**config.mk**
```make
export PLATFORM = sky130hd
export DESIGN_NAME = tdp_ram_port_ctrl
export DESIGN_NICKNAME = d
export VERILOG_FILES = /design/src/rtl/tdp_ram_pkg.sv /design/src/rtl/tdp_rsp_fifo.sv /design/src/rtl/tdp_ram_port_ctrl.sv
export SDC_FILE = /design/constraint.sdc
export NUM_CORES = 1
export LEC_CHECK = 0
export BUFFER_PORTS_ARGS = -buffer_cell sky130_fd_sc_hd__buf_2
export CORE_MARGIN = 2
export CORE_UTILIZATION = 43
export DETAILED_ROUTE_END_ITERATION = 7
export GPL_ROUTABILITY_DRIVEN = 1
export PLACE_DENSITY = 0.77
export SKIP_LAST_GASP = 1
export SLEW_MARGIN = 20
export SYNTH_ARGS = -nofsm -noshare
export SYNTH_HDL_FRONTEND = slang
export SYNTH_HIERARCHICAL = 1
export SYNTH_SLANG_ARGS = --single-unit
```
**constraint.sdc**
```tcl
create_clock -name clk -period 1.4 [get_ports clk]
set_clock_uncertainty 0.05 [all_clocks]
set_input_delay 0.07 -clock clk [delete_from_list [all_inputs] [get_ports clk]]
set_output_delay 0.07 -clock clk [all_outputs]
set_load 0.1 [all_outputs]
```
**src/rtl/tdp_ram_pkg.sv**
```systemverilog
`default_nettype none
// ============================================================================
// Module      : tdp_ram_pkg
// Description : Shared widths, request type and response depth for the
//               true-dual-port RAM front-end controller.
// Revision    : 1.0 - initial release
// ============================================================================
package tdp_ram_pkg;

    localparam int DEF_ADDR_W = 10;
    localparam int DEF_DATA_W = 16;
    localparam int RSP_DEPTH  = 2;

    typedef struct packed {
        logic                  we;
        logic [DEF_ADDR_W-1:0] addr;
        logic [DEF_DATA_W-1:0] wdata;
    } req_t;

endpackage
`default_nettype wire

```
**src/rtl/tdp_rsp_fifo.sv**
```systemverilog
`default_nettype none
// ============================================================================
// Module      : tdp_rsp_fifo
// Description : Small first-word-fall-through response FIFO with occupancy.
// Revision    : 1.0 - initial release
// ============================================================================
module tdp_rsp_fifo
    import tdp_ram_pkg::*;
#(
    parameter int DATA_W = DEF_DATA_W,
    parameter int CNT_W  = $clog2(RSP_DEPTH + 1)
) (
    input  logic              clk,
    input  logic              rst_n,
    input  logic              i_push,
    input  logic [DATA_W-1:0] i_push_data,
    input  logic              i_pop,
    output logic [DATA_W-1:0] o_pop_data,
    output logic              o_empty,
    output logic [CNT_W-1:0]  o_count
);

    localparam int C_PTR_W = (RSP_DEPTH > 1) ? $clog2(RSP_DEPTH) : 1;

    logic [DATA_W-1:0]  r_mem [RSP_DEPTH];
    logic [C_PTR_W-1:0] r_wptr;
    logic [C_PTR_W-1:0] r_rptr;
    logic [CNT_W-1:0]   r_count;
    logic               w_full;
    logic               w_pop;
    logic               w_push;

    function automatic logic [C_PTR_W-1:0] f_next(input logic [C_PTR_W-1:0] ptr);
        return (ptr == C_PTR_W'(RSP_DEPTH - 1)) ? '0 : ptr + C_PTR_W'(1);
    endfunction

    assign w_full  = (r_count == CNT_W'(RSP_DEPTH));
    assign o_empty = (r_count == '0);
    assign w_pop   = i_pop & ~o_empty;
    // A full FIFO still takes a push when the head leaves in the same cycle.
    assign w_push  = i_push & (~w_full | w_pop);

    assign o_pop_data = r_mem[r_rptr];
    assign o_count    = r_count;

    always_ff @(posedge clk or negedge rst_n) begin
        if (!rst_n) begin
            for (int i = 0; i < RSP_DEPTH; i++) begin
                r_mem[i] <= '0;
            end
            r_wptr  <= '0;
            r_rptr  <= '0;
            r_count <= '0;
        end else begin
            if (w_push) begin
                r_mem[r_wptr] <= i_push_data;
                r_wptr        <= f_next(r_wptr);
            end
            if (w_pop) begin
                r_rptr <= f_next(r_rptr);
            end
            case ({w_push, w_pop})
                2'b10:   r_count <= r_count + CNT_W'(1);
                2'b01:   r_count <= r_count - CNT_W'(1);
                default: r_count <= r_count;
            endcase
        end
    end

endmodule
`default_nettype wire

```
**src/rtl/tdp_ram_port_ctrl.sv**
```systemverilog
`default_nettype none
// ============================================================================
// Module      : tdp_ram_port_ctrl
// Description : Dual valid/ready front-end for a true-dual-port block RAM with
//               collision arbitration and credit-protected read responses.
// Revision    : 1.0 - initial release
// ============================================================================
module tdp_ram_port_ctrl
    import tdp_ram_pkg::*;
#(
    parameter int ADDR_W = DEF_ADDR_W,
    parameter int DATA_W = DEF_DATA_W
) (
    input  logic              clk,
    input  logic              rst_n,
    input  logic              a_req_valid,
    output logic              a_req_ready,
    input  logic              a_req_we,
    input  logic [ADDR_W-1:0] a_req_addr,
    input  logic [DATA_W-1:0] a_req_wdata,
    output logic              a_rsp_valid,
    input  logic              a_rsp_ready,
    output logic [DATA_W-1:0] a_rsp_rdata,
    input  logic              b_req_valid,
    output logic              b_req_ready,
    input  logic              b_req_we,
    input  logic [ADDR_W-1:0] b_req_addr,
    input  logic [DATA_W-1:0] b_req_wdata,
    output logic              b_rsp_valid,
    input  logic              b_rsp_ready,
    output logic [DATA_W-1:0] b_rsp_rdata,
    output logic              ram_ena,
    output logic              ram_enb,
    output logic              ram_wea,
    output logic              ram_web,
    output logic [ADDR_W-1:0] ram_addra,
    output logic [ADDR_W-1:0] ram_addrb,
    output logic [DATA_W-1:0] ram_dia,
    output logic [DATA_W-1:0] ram_dib,
    input  logic [DATA_W-1:0] ram_doa,
    input  logic [DATA_W-1:0] ram_dob
);

    localparam int   C_CNT_W  = $clog2(RSP_DEPTH + 1);
    localparam int   C_OCC_W  = C_CNT_W + 1;
    localparam logic C_PRIO_A = 1'b0;
    localparam logic C_PRIO_B = 1'b1;

    logic               r_run;
    logic               r_prio;
    logic               r_inflight_a;
    logic               r_inflight_b;
    logic [C_CNT_W-1:0] w_cnt_a;
    logic [C_CNT_W-1:0] w_cnt_b;
    logic               w_empty_a;
    logic               w_empty_b;
    logic [C_OCC_W-1:0] w_occ_a;
    logic [C_OCC_W-1:0] w_occ_b;
    logic               w_credit_a;
    logic               w_credit_b;
    logic               w_coll;

    // A read may only launch when its response already has a reserved FIFO slot.
    assign w_occ_a    = C_OCC_W'(w_cnt_a) + C_OCC_W'(r_inflight_a);
    assign w_occ_b    = C_OCC_W'(w_cnt_b) + C_OCC_W'(r_inflight_b);
    assign w_credit_a = a_req_we | (w_occ_a < C_OCC_W'(RSP_DEPTH));
    assign w_credit_b = b_req_we | (w_occ_b < C_OCC_W'(RSP_DEPTH));

    assign w_coll = a_req_valid & b_req_valid & (a_req_addr == b_req_addr)
                  & (a_req_we | b_req_we);

    assign a_req_ready = r_run & w_credit_a & (~w_coll | (r_prio == C_PRIO_A));
    assign b_req_ready = r_run & w_credit_b & (~w_coll | (r_prio == C_PRIO_B));

    assign ram_ena   = a_req_valid & a_req_ready;
    assign ram_enb   = b_req_valid & b_req_ready;
    assign ram_wea   = a_req_we & ram_ena;
    assign ram_web   = b_req_we & ram_enb;
    assign ram_addra = a_req_addr;
    assign ram_addrb = b_req_addr;
    assign ram_dia   = a_req_wdata;
    assign ram_dib   = b_req_wdata;

    assign a_rsp_valid = ~w_empty_a;
    assign b_rsp_valid = ~w_empty_b;

    always_ff @(posedge clk or negedge rst_n) begin
        if (!rst_n) begin
            r_run        <= 1'b0;
            r_prio       <= C_PRIO_A;
            r_inflight_a <= 1'b0;
            r_inflight_b <= 1'b0;
        end else begin
            r_run        <= 1'b1;
            r_inflight_a <= ram_ena & ~ram_wea;
            r_inflight_b <= ram_enb & ~ram_web;
            if (w_coll) begin
                r_prio <= ~r_prio;
            end
        end
    end

    tdp_rsp_fifo #(
        .DATA_W (DATA_W),
        .CNT_W  (C_CNT_W)
    ) u_fifo_a (
        .clk         (clk),
        .rst_n       (rst_n),
        .i_push      (r_inflight_a),
        .i_push_data (ram_doa),
        .i_pop       (a_rsp_ready),
        .o_pop_data  (a_rsp_rdata),
        .o_empty     (w_empty_a),
        .o_count     (w_cnt_a)
    );

    tdp_rsp_fifo #(
        .DATA_W (DATA_W),
        .CNT_W  (C_CNT_W)
    ) u_fifo_b (
        .clk         (clk),
        .rst_n       (rst_n),
        .i_push      (r_inflight_b),
        .i_push_data (ram_dob),
        .i_pop       (b_rsp_ready),
        .o_pop_data  (b_rsp_rdata),
        .o_empty     (w_empty_b),
        .o_count     (w_cnt_b)
    );

endmodule
`default_nettype wire

```
Word level (Yosys, flattened, before mapping)
Index checks and enable logic that the tools add are counted.
{"block": "word_totals", "reg_bits": 76, "in_bits": 92, "output_inout_bits": 92, "wordCells": 99}
{"block": "op_classes", "addsub": 10, "order_cmp": 8, "n_eq_ne": 7, "n_mux": 18, "bitwise": 36, "reduce_logical": 6}
{"cell": "$mux 16", "n": 8}
{"cell": "$bwmux 32", "n": 2}
{"cell": "$demux 16 s1", "n": 2}
{"cell": "$and 1x1->1", "n": 17}
{"cell": "$eq 10x10->1", "n": 1}
{"cell": "$eq 2x2->1 const B", "n": 4}
{"cell": "$ge 2x2->1 const B", "n": 4}
{"cell": "$not 1->1", "n": 8}
{"cell": "$not 1->2", "n": 4}
{"cell": "$pmux 2 s2", "n": 2}
{"cell": "$or 1x1->1", "n": 7}
{"cell": "$add 2x1->3", "n": 2}
{"cell": "$lt 3x2->1 const B", "n": 2}
{"cell": "$add 1x1->1 const B", "n": 4}
{"cell": "$add 2x1->2 const B", "n": 2}
{"cell": "$eq 2x1->1 const B", "n": 2}
{"cell": "$logic_not 2->1", "n": 2}
{"cell": "$lt 2x1->1 const B", "n": 2}
{"cell": "$mux 1", "n": 4}
{"cell": "$reduce_bool 2->1", "n": 2}
{"cell": "$sub 2x1->2 const B", "n": 2}
{"cell": "$logic_and 1x1->1", "n": 2}

Depth between registers and ports, before layout
Gate-level depths: netlist of run 1.
{"block": "depth", "depth_word": 10, "ltp_mapped": 6, "depth_no_buf": 6}

Hierarchy
Netlist of run 1, hierarchy kept.
{"module": "tdp_rsp_fifo at u_fifo_b", "n_inst": 1, "cells_per_inst": 102, "area_per_inst_um2": 1647.8}
{"module": "tdp_rsp_fifo at u_fifo_a", "n_inst": 1, "cells_per_inst": 121, "area_per_inst_um2": 1637.8}
{"module": "tdp_ram_port_ctrl", "n_inst": 1, "cells_per_inst": 96, "area_per_inst_um2": 782.0}

Least setup slack after synthesis of run 1
Ideal clock, no wire load.
{"block": "synth_path", "kind": "register to output", "from": "register u_fifo_a.r_count[0] (netlist: u_fifo_a/o_count[0])", "to": "output port a_req_ready", "t_arrival_ns": 2.020, "slack_ns": -0.740, "stages_incl_launch_ff": 4, "path_cell_list": "dfrtp_1 > a21oi_1 > o21ai_0 > nor2_1"}
{"block": "synth_via", "elab_chain_cells": 5}
{"item": "start: declaration", "line_no": "tdp_rsp_fifo.sv:28", "source": "logic [CNT_W-1:0] r_count;"}
{"item": "start signal: assignment", "line_no": "tdp_rsp_fifo.sv:63", "source": "2'b10: r_count <= r_count + CNT_W'(1);"}
{"item": "start signal: assignment", "line_no": "tdp_rsp_fifo.sv:64", "source": "2'b01: r_count <= r_count - CNT_W'(1);"}
{"item": "start signal: assignment", "line_no": "tdp_rsp_fifo.sv:65", "source": "default: r_count <= r_count;"}
{"item": "$add 2x1->3", "line_no": "tdp_ram_port_ctrl.sv:64", "source": "assign w_occ_a = C_OCC_W'(w_cnt_a) + C_OCC_W'(r_inflight_a);"}
{"item": "$lt 3x2->1", "line_no": "tdp_ram_port_ctrl.sv:66", "source": "assign w_credit_a = a_req_we | (w_occ_a < C_OCC_W'(RSP_DEPTH));"}
{"item": "$or 1x1->1", "line_no": "tdp_ram_port_ctrl.sv:66"}
{"item": "$and 1x1->1 (2 in series)", "line_no": "tdp_ram_port_ctrl.sv:72", "source": "assign a_req_ready = r_run & w_credit_a & (~w_coll | (r_prio == C_PRIO_A));"}
{"item": "end: declaration", "line_no": "tdp_ram_port_ctrl.sv:17", "source": "output logic a_req_ready,"}
No other way between the ends.

Worst setup path after layout of run 1
{"block": "layout_path", "from": "register r_prio", "to": "output port a_req_ready"}
{"block": "layout_via", "elab_chain_cells": 3}
{"item": "start: declaration", "line_no": "tdp_ram_port_ctrl.sv:50", "source": "logic r_prio;"}
{"item": "start signal: assignment", "line_no": "tdp_ram_port_ctrl.sv:98", "source": "r_prio <= ~r_prio;"}
{"item": "$not 1->1", "line_no": "tdp_ram_port_ctrl.sv:72"}
{"item": "$or 1x1->1", "line_no": "tdp_ram_port_ctrl.sv:72"}
{"item": "$and 1x1->1", "line_no": "tdp_ram_port_ctrl.sv:72"}
No other way between the ends.

==> results of run 1 <==
worst paths after layout:
check                                     from  slack (ns)  cells after the start            endpoint
max in group asynchronous                rst_n        0.71                      3   u_fifo_b/r_mem[2]
hold reg to reg             u_fifo_b/r_mem[26]        0.47                      1  u_fifo_b/r_mem[26]
min in group clk                      b_req_we        0.06                      4        r_inflight_b
setup reg to reg           u_fifo_a/o_count[1]       -0.19                      5  u_fifo_a/r_mem[16]
setup / recovery                        r_prio       -0.23                      5         a_req_ready
hold / removal                           rst_n        0.06                      2   u_fifo_a/r_mem[4]
cell usage in the layout, fill, tap and decap left out, types with 2 or more instances in the layout:
| cell | n |
|---|---|
| a21oi_1 | 3 |
| a21oi_4 | 2 |
| buf_12 | 47 |
| buf_2 | 78 |
| buf_4 | 34 |
| buf_6 | 7 |
| clkbuf_16 | 8 |
| clkbuf_8 | 11 |
| clkinvlp_4 | 2 |
| dfrtp_1 | 69 |
| dfrtp_2 | 7 |
| dlygate4sd3_1 | 33 |
| inv_1 | 2 |
| inv_2 | 2 |
| mux2_4 | 87 |
| nand2_1 | 2 |
| nand2_4 | 4 |
| nand3_1 | 2 |
| nand4b_1 | 2 |
| nor2_1 | 2 |
| nor2_4 | 11 |
| nor3b_4 | 3 |
| nor4_4 | 2 |
| o211ai_1 | 3 |
| o21ai_0 | 4 |
| o21ai_1 | 4 |
| o21ai_2 | 3 |
| o2bb2ai_2 | 3 |
| xnor2_1 | 11 |
| xnor2_2 | 2 |
| xor2_1 | 6 |
worst max-delay path: stages (launching register included):
cell,delay (ns)
dfrtp_1,0.42
inv_2,0.07
nor4_4,0.28
buf_6,0.17
nor2_4,0.05
buf_12,0.17
cell families after synthesis:
family / Yosys count / synth area share (%)
xor gates and xnor gates: 19 / 4.09
AOI/OAI and AO/OA: 24 / 3.57
muxes: 88 / 25.3
and+or+nand+nor: 43 / 7.63
buffers and inverters: 67 / 12.3
DFF: 76 / 46.8
other: 1 / 0.0922
adders and majority gates: 1 / 0.308
sequential cells by signal (all words and copies together), names as in the netlist, 2 cells and up:
| name | count |
|---|---|
| u_fifo_b/r_mem | 32 |
| u_fifo_a/r_mem | 32 |
| u_fifo_b/o_count | 2 |
| u_fifo_a/o_count | 2 |
area by class of cell:
class,instances,area [um2]
fill,596,2540
timing repair buffer,207,2200
multi-input combinational,176,2180
sequential,76,1910
clock buffer,11,151
tap,111,139
clock inverter,5,58.8
inverter,5,21.3
per-layer routing:
layer	wire length (um)	vias to the layer above	share of wire, %
met4	222	0	1.9
met2	6450	124	55
met5	0	-	0
met1	4580	1496	39
li1	-	1371	-
met3	567	21	4.8
metrics by stage:
step | TNS (ns) | setup WS, ns | cell area, um2
CTS | -14.09 | -0.248 | 6170
global route | -21.11 | -0.280 | 6660
global placement | -9.70 | -0.425 | 5330
detailed placement | -11.68 | -0.448 | 5330
floorplan | -4.73 | -0.225 | 4250
finish | -17.56 | -0.228 | 6660
what timing repair did:
action / CTS / global route
endpoints found under the hold margin: 140 / 0
hold buffers: 33 / 0
buffers inserted: 7 / 8
endpoints found under the setup margin: 106 / 108
resized for setup: 56 / 80
gates cloned: 1 / 7
pin swaps: 13 / 16
==> key figures, run 1 <==
Global route
  • Met3 Use GR: 3.52%
  • GRT Util Overall: 19.9%
  • Remaining Overflow, GRT: 0
  • First-pass GRT wire length: 15900 um
  • GR Util met1: 22.1%
  • Grt met2 use: 37.7%
  • Vias in the first global route: 3249
  • Initial antenna violation count: 0
  • Largest net degree at the start of global routing: 26
  • GR peak layer: met2

Logic synthesis
  • Top_reg_cell synth: dfrtp_1
  • EDFF count, synth: 0
  • Syn Nets: 412
  • Commonest cells in the netlist: mux2_2 (78), dfrtp_1 (76), buf_4 (52)
  • Syn Area/Cell: roughly 13 um2
  • Top-area cell type share of the netlist area: 46.8%
  • Seq cells post-synth: between 70 and 80
  • Gate Count Post-Synth: ~320
  • Async SR Flop Fraction: 100%
  • Synth area leaders: dfrtp_1 (47%), mux2_2 (22%), buf_4 (9.6%), mux2_4 (3.7%), xnor2_1 (2.8%)
  • Synth cell types: 36
  • Ys Warns: 6
  • Register area share after synthesis: a little under half
  • Mapped Area: 0.00407 mm2
  • Most used standard cell by instance count after synthesis: mux2_2
  • Synth area leader: dfrtp_1

Placed design
  • Port Buffer Count: 119
  • Hpwl dp: around 7100 um
  • Placed Cells: 521
  • GPL Wtd Cong: 0.754

Clocking
  • Clock root buffer: clkbuf_8
  • Clock-pin slew on the worst setup and hold paths: 0.08 ns
  • Total CTS buffers: 9
  • CTS sink cnt: between 70 and 80
  • Htree depth: 3
  • Worst-Skew Late Latency: between 0.3 and 0.4 ns
  • TritonCTS clock tree: yes
  • CTS max path bufs: 2

Layout
  • Number of diodes: 0
  • Layout cells sized above 1: between 60% and 70%
  • Synthesis-to-layout area growth: 63.7%
  • Final #Nets: about 570
  • Non-filler cells, final: approximately 590
  • Final Core Density: 72.4%

Die
  • Die area: slightly above 0.01 mm2
  • I/O pins: 184
  • Die height: 101 um
  • Row cnt: 35
  • Initial Util: 44.2%
  • DIE WIDTH: 101 um
  • Core area: 0.00920 mm2

Status
  • Failing checks: setup timing
  • Status: finished, violations left

Drt
  • Final Routed Wirelength: 11800 um
  • Vias post-DR: between 3000 and 4000
  • # DRC: 0
  • DR pass1 iterations: 4
  • WL/cell: 20.0 um
  • Detailed-route vias per instance: approximately 5
  • Final ANT Viol Nets: 0
  • DR iter-0 viols: around 110

STA
  • Time the worst path needs with I/O delays and setup: ~1.6 ns
  • Fin crit share: 116%
  • Unrepaired setup endpoints after global routing: yes
  • Fin. Hold Viols: 0
  • Endpoints failing setup: approximately 110
  • Max-slew violation count: 0
  • Fmax: 614 MHz
  • Post-route worst setup slack: -0.228 ns
  • Fin Hold WS: 0.0585 ns

Critical path
  • CP max FO: 4
  • Critical path endpoint category: output port
  • Worst EP arrival: 1.51 ns
  • Setup crit start kind: flop
  • Worst Setup Path Type: reg -> out
  • Required @ worst endpoint: 1.28 ns

Job
  • Maxcap violations: 0

Hold path
  • Min-Delay Path Class: in -> async
Power of run 1 is left out: the tool's default activity adds up to more than one toggle a clock period on the data nets, which glitch-free logic cannot reach.
==> run 2, diff against run 1 <==
--- a/config.mk
+++ b/config.mk
@@ -5,12 +5,14 @@
 export SDC_FILE = /design/constraint.sdc
 export NUM_CORES = 1
 export LEC_CHECK = 0
+export ABC_AREA = 1
 export BUFFER_PORTS_ARGS = -buffer_cell sky130_fd_sc_hd__buf_2
 export CORE_MARGIN = 2
-export CORE_UTILIZATION = 43
+export CORE_UTILIZATION = 44
 export DETAILED_ROUTE_END_ITERATION = 7
 export GPL_ROUTABILITY_DRIVEN = 1
-export PLACE_DENSITY = 0.77
+export MAX_ROUTING_LAYER = met4
+export PLACE_DENSITY = 0.78
 export SKIP_LAST_GASP = 1
 export SLEW_MARGIN = 20
 export SYNTH_ARGS = -nofsm -noshare
==> run 2 against run 1 <==
The flow still finishes with violations (setup timing). Area after synthesis increased by 5.6%. Cell count increased by 42%. Critical path depth unchanged. Highest routed layer unchanged. Via count increased by 42%. Cell area increased by 4.7%. Largest cell class is now multi-input gates. Register-to-register slack improved by 0.13 ns. Fmax decreased by 1.5%. Non-clock buffer count increased by 4. Sequential share of layout area decreased by 1.3 points. Global-route usage increased by 3.8 points. Routed wire length increased by 11%.
==> key figures, run 2 <==
Critical path
  • Worst setup path start: r_inflight_b
  • Critical path endpoint category: output port
  • CP top delay family: flip-flops
  • Required @ worst endpoint: 1.28 ns (about the same)
  • Crit-path cells: a21oi_2 -> o21a_1 -> nand3_4 -> nor2_4 -> buf_12
  • Reg-to-Reg Start: u_fifo_a/o_count[0]
  • Setup crit start kind: flop
  • CP max stage cell: dfrtp_1
  • CP max FO: 3 (-1)
  • Max incr delay on CP: 0.41 ns (about the same)
  • Worst Setup Path Type: reg -> out
  • Worst EP arrival: 1.53 ns (+0.02 ns)
  • CP Buf/Inv Count: 1 (-2)

Status
  • Failing checks: setup timing
  • Status: finished, violations left

Drt
  • DR iter-0 viols: 237 (+120%)
  • Detailed-route vias per instance: 5.10 (about the same)
  • WL/cell: 15.7 um (-22%)
  • Final ANT Viol Nets: 0 (unchanged)
  • DR pass1 iterations: 4 (unchanged)
  • Final Routed Wirelength: 13100 um (+11%)
  • # DRC: 0 (unchanged)
  • Vias post-DR: 4273 (+42%)

Die
  • Row cnt: 36 (+2.9%)
  • Die height: 103 um (+1.5%)
  • Initial Util: 44.6% (+0.33 points)
  • Die area: 0.0106 mm2 (+3.1%)
  • DIE WIDTH: 103 um (+1.5%)
  • I/O pins: 184 (unchanged)
  • Core area: 0.00964 mm2 (+4.8%)

Logic synthesis
  • Synth area leader: dfrtp_1
  • Syn Nets: 644 (+56%)
  • Synth area leaders: dfrtp_1 (44%), nand2_1 (18%), buf_4 (9.8%), o21ai_0 (5.2%), nand4_1 (5.0%)
  • Top_reg_cell synth: dfrtp_1
  • Syn Area/Cell: 7.80 um2 (-39%)
  • Register area share after synthesis: 44.3% (-2.5 points)
  • EDFF count, synth: 0 (unchanged)
  • Ys Warns: 6 (unchanged)
  • Async SR Flop Fraction: 100% (unchanged)
  • Most used standard cell by instance count after synthesis: nand2_1
  • Top-area cell type share of the netlist area: 44.3% (-2.5 points)
  • Gate Count Post-Synth: 551 (+73%)
  • Mapped Area: 0.00430 mm2 (+5.6%)
  • Commonest cells in the netlist: nand2_1 (207), dfrtp_1 (76), buf_4 (56)
  • Synth cell types: 30 (-17%)
  • Seq cells post-synth: 76 (unchanged)

Layout
  • Leading cell type in the layout, fill and taps excluded: nand2_1
  • Commonest non-fill, non-tap cells in the layout: nand2_1 (158), buf_2 (78), dfrtp_1 (70)
  • Synthesis-to-layout area growth: 62.3%
  • Number of diodes: 0 (unchanged)
  • Regs by FF count: u_fifo_a/r_mem: 32 flops, u_fifo_b/r_mem: 32 flops
  • Final #Nets: 793 (+40%)
  • Layout cells sized above 1: 43.1% (-26 points)
  • Final Core Density: 72.3% (-0.11 points)

Clocking
  • CTS max path bufs: 2 (unchanged)
  • CTS sink cnt: 76 (unchanged)
  • Total CTS buffers: 9 (unchanged)
  • Worst-Skew Late Latency: 0.35 ns (about the same)
  • TritonCTS clock tree: yes
  • Htree depth: 3 (unchanged)
  • Clock-pin slew on the worst setup and hold paths: 0.08 ns (about the same)
  • Clock root buffer: clkbuf_8

Placed design
  • Port Buffer Count: 119 (unchanged)
  • GPL Wtd Cong: 0.866 (+15%)
  • Hpwl dp: 7650 um (+8.0%)

STA
  • Unrepaired setup endpoints after global routing: yes
  • Max-slew violation count: 0 (unchanged)
  • Fin Hold WS: 0.0702 ns (+0.0117 ns)
  • Fin crit share: 118% (+1.7 points)
  • Time the worst path needs with I/O delays and setup: 1.65 ns (+0.0240 ns)
  • Fmax: 605 MHz (-1.5%)
  • Fin. Hold Viols: 0 (unchanged)
  • Post-route worst setup slack: -0.252 ns (-0.0240 ns)
  • Endpoints failing setup: 52 (-51%)

Hold path
  • Hold Startpoint: b_req_valid
  • Min-Delay Path Class: in -> reg

Global route
  • First-pass GRT wire length: 18800 um (+18%)
  • Vias in the first global route: 4000 (+23%)
  • Remaining Overflow, GRT: 0 (unchanged)
  • GRT Util Overall: 23.7% (+3.8 points)
  • Initial antenna violation count: 0 (unchanged)
  • Largest net degree at the start of global routing: 41 (+58%)

Job
  • Maxcap violations: 0 (unchanged)
## run 2: cell count changes in the layout (fill, tap and decap cells not counted), moves of 8 or more
cell     previous run  this run
mux2_4             87         0
inv_1               2        41
nand2_4             4        32
nand2_1             2       158
o21ai_4             0        17
nor2_4             11         3
o21ai_1             4        12
nand4_1             1        34
nand2_2             1        27
o21ai_0             4        19
## run 2: routing by layer
metal  GRT usage, %  vias to the layer above  wire length, um  part of all wire, %
met5              -                        -                0                    0
met4           8.70                        0              314                  2.4
met3           4.88                       40              778                  5.9
met2           41.2                      205             7160                   55
met1           27.2                     2028             4880                   37
li1               -                     2000                -                    -
## run 2: timing repair
item | in CTS | in global routing
pin swaps | 15 | 22
endpoints found under the setup margin | 47 | 95
cloned | 5 | 5
setup buffers | 15 | 20
hold buffers | 36 | 1
resized for setup | 58 | 72
endpoints found under the hold margin | 144 | 1
## run 2: cells by family (layout without fill, tap and decap cells)
kind of cell | count (synthesis) | in the layout | synth area share [%]
AND/OR/NAND/NOR | 282 | 286 | 30.4
buffers and inverters | 130 | 280 | 17.2
flip-flops | 76 | 76 | 44.3
AO/OA/AOI/OAI | 55 | 55 | 6.58
XOR/XNOR | 6 | 6 | 1.22
adder cells (fa/ha/maj) | 1 | 1 | 0.291
other | 1 | 1 | 0.0873
## run 2: worst reg2reg max path: cells and delay by family (launching register included)
family	cells	cell delay, ns
compound gates	1	0.08
simple gates	4	0.44
buf+inv	3	0.37
flops	1	0.41
## run 2: area by class of cell
type	count	area, um2
Fill cell	678	2670
Multi-Input combinational cell	349	2250
Timing Repair Buffer	211	2250
Sequential cell	76	1910
Inverter	53	224
Tap cell	133	166
Clock buffer	10	128
Clock inverter	6	41.3
## run 2: final timing paths
path	to	slack [ns]	cells past startpoint
worst max-delay path	ram_web	-0.25	5
worst min-delay path	r_inflight_b	0.07	4
worst max register to register	u_fifo_a/r_mem[25]	-0.06	8
worst min register to register	u_fifo_b/r_mem[10]	0.43	2
max in group asynchronous	u_fifo_a/r_mem[4]	0.64	3
min in group asynchronous	u_fifo_b/r_mem[14]	0.12	2
## run 2: per-stage QoR
step           setup WS [ns]  std cells  setup TNS, ns  instance area (um2)
2_1_floorplan        -0.0998        551         -0.442                 4570
3_3_place_gp         0.00120        743              0                 5560
3_5_place_dp         -0.0576        743         -0.122                 5560
4_1_cts               -0.231        815          -5.31                 6480
5_1_grt               -0.351        838          -7.58                 6970
6_report              -0.252        838          -4.45                 6970
Power of run 2 is left out for the same reason.
